File: src/rtl/sonic_sync_ring_reader.sv
// sonic_sync_ring_reader: walks the Tx sync-header ring, absorbs the RAM read latency and
// hands 2-bit headers to the block encoder through a small credit-protected output FIFO.
`default_nettype none

module sonic_sync_ring_reader #(
  parameter int ADDR_WIDTH = 15,
  parameter int RD_LATENCY = 2,
  parameter int FIFO_DEPTH = 4
) (
  input  logic                  rd_clock,
  input  logic                  rd_reset_n,
  input  logic                  enable,
  input  logic                  flush,
  input  logic [ADDR_WIDTH:0]   wr_ptr,
  output logic [ADDR_WIDTH-1:0] rd_address,
  input  logic [1:0]            ring_data,
  output logic [ADDR_WIDTH:0]   rd_ptr,
  output logic [1:0]            sync_hdr,
  output logic                  sync_valid,
  input  logic                  sync_ready,
  output logic                  sync_err,
  output logic                  empty
);

  localparam int IW = $clog2(FIFO_DEPTH);
  localparam int CW = $clog2(FIFO_DEPTH + RD_LATENCY + 1);
  localparam logic [ADDR_WIDTH:0] PTR_ONE    = 1;
  localparam logic [IW-1:0]       IDX_ONE    = 1;
  localparam logic [IW:0]         CNT_ONE    = 1;
  localparam logic [IW:0]         CNT_FULL   = FIFO_DEPTH;
  localparam logic [CW-1:0]       CREDIT_MAX = FIFO_DEPTH;

  logic [ADDR_WIDTH:0] issue_ptr;
  logic [RD_LATENCY-1:0] inflight;
  logic [1:0]          fifo_mem [FIFO_DEPTH];
  logic [IW-1:0]       wr_idx;
  logic [IW-1:0]       rd_idx;
  logic [IW:0]         fifo_count;
  logic [CW-1:0]       credit_used;
  logic                issue;
  logic                push;
  logic                pop;

  // Every read in flight has a FIFO slot reserved, so a landing can never overflow.
  always_comb begin
    credit_used = CW'(fifo_count);
    for (int i = 0; i < RD_LATENCY; i++) begin
      credit_used = credit_used + CW'(inflight[i]);
    end
  end

  assign issue      = enable && !flush && (wr_ptr != issue_ptr) && (credit_used < CREDIT_MAX);
  assign push       = inflight[RD_LATENCY-1] && !flush;
  assign sync_valid = (fifo_count != '0);
  assign pop        = sync_valid && sync_ready && !flush;
  assign sync_hdr   = sync_valid ? fifo_mem[rd_idx] : 2'b00;
  assign rd_address = issue_ptr[ADDR_WIDTH-1:0];
  assign empty      = (wr_ptr == issue_ptr) && (inflight == '0);

  always_ff @(posedge rd_clock or negedge rd_reset_n) begin
    if (!rd_reset_n) begin
      issue_ptr  <= '0;
      rd_ptr     <= '0;
      inflight   <= '0;
      wr_idx     <= '0;
      rd_idx     <= '0;
      fifo_count <= '0;
      sync_err   <= 1'b0;
      for (int i = 0; i < FIFO_DEPTH; i++) begin
        fifo_mem[i] <= 2'b00;
      end
    end else if (flush) begin
      issue_ptr  <= '0;
      rd_ptr     <= '0;
      inflight   <= '0;
      wr_idx     <= '0;
      rd_idx     <= '0;
      fifo_count <= '0;
      sync_err   <= 1'b0;
    end else begin
      assert (!(push && !pop && fifo_count == CNT_FULL));
      inflight <= (inflight << 1) | RD_LATENCY'(issue);
      if (issue) begin
        issue_ptr <= issue_ptr + PTR_ONE;
      end
      if (push) begin
        fifo_mem[wr_idx] <= ring_data;
        wr_idx           <= wr_idx + IDX_ONE;
        rd_ptr           <= rd_ptr + PTR_ONE;
      end
      if (pop) begin
        rd_idx <= rd_idx + IDX_ONE;
      end
      if (push && !pop) begin
        fifo_count <= fifo_count + CNT_ONE;
      end else if (pop && !push) begin
        fifo_count <= fifo_count - CNT_ONE;
      end
      // Legal sync headers are 01/10; 00 and 11 are flagged one cycle after acceptance.
      sync_err <= pop && (sync_hdr[1] ~^ sync_hdr[0]);
    end
  end

endmodule

`default_nettype wire

File: config.mk
export PLATFORM = sky130hd
export DESIGN_NAME = sonic_sync_ring_reader
export DESIGN_NICKNAME = d
export VERILOG_FILES = /design/src/rtl/sonic_sync_ring_reader.sv
export SDC_FILE = /design/constraint.sdc
export NUM_CORES = 1
export LEC_CHECK = 0
export BUFFER_PORTS_ARGS = -buffer_cell sky130_fd_sc_hd__clkbuf_2
export CAP_MARGIN = 25
export CORE_MARGIN = 3
export CORE_UTILIZATION = 40
export CTS_BUF_LIST = sky130_fd_sc_hd__clkbuf_2
export CTS_CLUSTER_SIZE = 24
export DETAILED_ROUTE_END_ITERATION = 6
export HOLD_SLACK_MARGIN = 0.06
export PLACE_DENSITY_LB_ADDON = 0.08
export SLEW_MARGIN = 30
export SYNTH_ARGS = -nofsm -noshare
export SYNTH_HDL_FRONTEND = slang
export SYNTH_SLANG_ARGS = --single-unit
File: constraint.sdc
create_clock -name rd_clock -period 2.25 [get_ports rd_clock]
set_input_delay 0.5625 -clock rd_clock [delete_from_list [all_inputs] [get_ports rd_clock]]
set_output_delay 0.5625 -clock rd_clock [all_outputs]
set_load 0.05 [all_outputs]
==> summary.md <==
| Metric | Value |
|---|---|
| Synthesized area | 0.00294 mm2 |
| DR DRC count | 0 |
| Longest Clk Path Bufs | 2 |
| CP max-delay cell | dfrtp_1 |
| Antenna violations before repair | 0 |
| Final layout net count | between 300 and 400 |
| Max Freq | ~0.38 GHz |
| Crit Path Max Fanout | 2 |
| Initial DRC count | 49 |
| Slowest stage delay, CP | between 0.4 and 0.5 ns |
| Sequential share of power | a little over two fifths |
| IO buf count | 58 |
| Crit-path cells | xnor2_1 -> nand4_1 -> nor4_4 -> nor3b_4 -> buf_12 |
| Largest net degree at the start of global routing | 51 |
| Pleak | between 0.0015 and 0.002 uW |
| Area fraction of the dominant cell type after synthesis | a little over two fifths |
| DRT Pass-1 Iters | 4 |
| Pwr per Cell Area | a little under 700 mW/mm2 |
| Final Hold Viols | 0 |
| DRT Wirelength | roughly 6500 um |
| Via-to-Cell Ratio | 5.10 |
| Placer Congestion | 0.758 |
| Mapped Cells | between 200 and 300 |
| WL per Instance | 14.2 um |
| Failing checks | setup timing |
| Final slew viol count | 0 |
| FF+latch area | between 0.001 and 0.0015 mm2 |
| P_int | 1610 uW |
| Post-route cell area | 0.00366 mm2 |
| Post-synth cell types | 45 |
| Skew-Pair Late Insertion Delay | 0.43 ns |
| First-pass GRT wire length | between 10,000 and 15,000 um |
| Register area share after synthesis | between 40% and 50% |
| # clock sinks | 50 |
| Top Ports | a little under 60 |
| Area of the multi-input gates | around 0.0016 mm2 |
| Final setup fails | 3 |
| CTS Buf Count | 5 |
| Layout cells sized above 1 | ~37% |
| Worst VDD drop | between 0.3 and 0.4 mV |
| Worst setup EP type | output port |
| Max-slew headroom at the worst pin | a little under three fifths |
| # hold bufs at CTS | 0 |
| Syn avg cell area | about 10 um2 |
| Vias in the first global route | around 2.3k |
| Core ar. | 0.00694 mm2 |
| RSZ-0062 raised after global routing | true |
| Global Route Usage Sum | between 15 and 20% |
| CP arrival | between 2 and 2.5 ns |
| Die Area | around 0.0084 mm2 |
| Reg2reg start | inflight[1] |
| Area grow syn2layout | 24.6% |
| Worst-path clk slew | about 0.27 ns |
| Hold Crit Class | input port to async pin |
| Worst Setup Slack, final | -0.384 ns |
| Sw frac | 36.3% |
| Post-synth ARST share | 100% |
| Status | finished with violations |
| Register-to-Register Path Depth | 6 |
| Main synth FF type | dfrtp_1 |
| H-tree levels | 2 |
| TritonCTS clock tree | built |
| DR vias | between 2k and 2.5k |
| Leading area contributor after synthesis | dfrtp_1 |
| Setup CP Type | register to output port |
| Clock power frac | 19.8% |
| Crit start category | register |
| Sw power | slightly above 900 uW |
| Worst Path Required | roughly 1.7 ns |
| Clock skew | approximately 0.0078 ns |
| Place WS | -0.140 ns |
| Ant. Diodes | 0 |
| Power share of the combinational group | 38.7% |
| Yosys reg bits | 50 |
| CP startpoint | issue_ptr[0] |
| Period minus WS final | 2.63 ns |
| Die span in x | 91.7 um |
| GRT overflow | 0 |
| Synthesized net count | approximately 320 |
| EDFF count, synth | 0 |
| R2r setup slk | about 0.17 ns |
| R2R Path End | issue_ptr[7] |
| YS warnings | 0 |
| Die height | 91.7 um |
| Cell Area, Placed | about 0.0035 mm2 |
| Post-DP HPWL | about 4700 um |
| Row Count | 30 |
| Fill cell count | around 650 |
| Initial Util | a little over two fifths |
| Worst Max-Slew Pin Slew | approximately 0.65 ns |
| ANT nets after route | 0 |
| Setup TNS | -0.425 ns |
| Synth top area cells | dfrtp_1, xnor2_1, buf_4, mux2_2, nor2_1 |
| Root buffer cell | clkbuf_2 |
| Max Cap Viol | 0 |
| Tcrit/Tclk final | 117% |
[layout by cell type, fill, tap and decap left out, drive strengths merged, types with 3 or more instances in the layout]
master and instances:
nor2b 7, inv 11, xor2 8, nand3 8
and4 3, nand4 13, nor2 25, mux2 10
xnor2 26, o41ai 7, or4 4, buf 41
nor4 4, or4b 4, o311ai 4, o31ai 4
or3 6, ha 7, clkbuf 59, nand2 14
dfrtp 50, a21oi 15, nor3 4, o21ai 7
[worst max-delay path: cells and delay by family (launching register included)]
kind                   cells  cell delay [ns]
AND/OR/NAND/NOR            3             0.85
flip-flops                 1             0.47
buffers and inverters      1             0.17
XOR/XNOR                   1             0.14
[worst max-delay path by stage]
stage	slack [ns]	cells past startpoint	end
final	-0.38	5	empty
after global routing	-0.54	5	empty
after CTS	-0.45	5	empty
after detailed placement	-0.14	6	empty
after global placement	-0.17	6	empty
after floorplan	-0.25	6	empty
[cells in the mapped netlist (all sizes together) (3+ instances only)]
cell type  number
o311ai          4
mux2           10
dfrtp          50
nand3           8
o31ai           4
inv            11
xor2            8
or3             6
and4            3
nor4            4
clkbuf          3
or4b            4
nor3            4
nand2          14
buf            21
or4             4
nand4          13
a21oi          15
o21ai           7
nor2b           7
ha              7
xnor2          26
nor2           25
o41ai           7
[power by group through the flow]
stage	Combinational [uW]	Sequential [uW]	Clock (uW)
after floorplan	528	1080	0
after global placement	749	1050	0
after detailed placement	762	1060	0
after CTS	906	1050	524
after global routing	1060	1060	559
final	979	1050	500
[layout make-up]
| class | instances | area share (%) |
|---|---|---|
| Multi-Input combinational cell | 200 | 42.9 |
| Sequential cell | 50 | 34.2 |
| Timing Repair Buffer | 95 | 16.6 |
| Tap cell | 96 | 3.28 |
| Clock inverter | 3 | 1.23 |
| Inverter | 11 | 1.13 |
| Clock buffer | 5 | 0.683 |
[layer usage]
layer	wire length [um]	vias to the layer above	GRT usage, %
met2	3240	49	27.7
met1	2950	1129	22.2
li1	-	1162	-
met4	51	0	3.34
met3	288	4	3.04
met5	0	-	0
[cells by family (layout without fill, tap and decap cells)]
logic type      Yosys count  in the layout  share of synthesized area [%]
simple gates            102            102                           20.3
flops                    50             50                           42.6
compound gates           42             42                           9.49
buf+inv                  36            114                           7.75
xor+xnor                 34             34                           10.1
mux                      14             14                           6.05
fa+ha+maj                 8              8                           3.66
[sequential cells by signal, summed over array words and instances, names as in the netlist]
| name | flops |
|---|---|
| fifo_count | 3 |
| fifo_mem | 8 |
| inflight | 2 |
| issue_ptr | 16 |
| rd_idx | 2 |
| rd_ptr | 16 |
| sync_err | 1 |
| wr_idx | 2 |
[timing repair]
action | in CTS | in global routing
pin swaps | 6 | 7
buffers inserted | 4 | 3
gates resized for setup | 12 | 9
endpoints found under the setup margin | 7 | 11
[per-stage QoR]
| stage | std cells | hold slack [ns] | utilization, % | total power (uW) |
|---|---|---|---|---|
| 3_5_place_dp | 445 | 0.494 | 49.7 | 1820 |
| 6_report | 460 | 0.183 | 52.8 | 2530 |
| 2_1_floorplan | 286 | 0.267 | - | 1600 |
| 5_1_grt | 460 | 0.188 | 52.8 | 2680 |
| 3_3_place_gp | 445 | 0.483 | 49.7 | 1800 |
| 4_1_cts | 457 | 0.188 | 51.9 | 2480 |
Note: power is estimated with default switching activity, not from simulation.
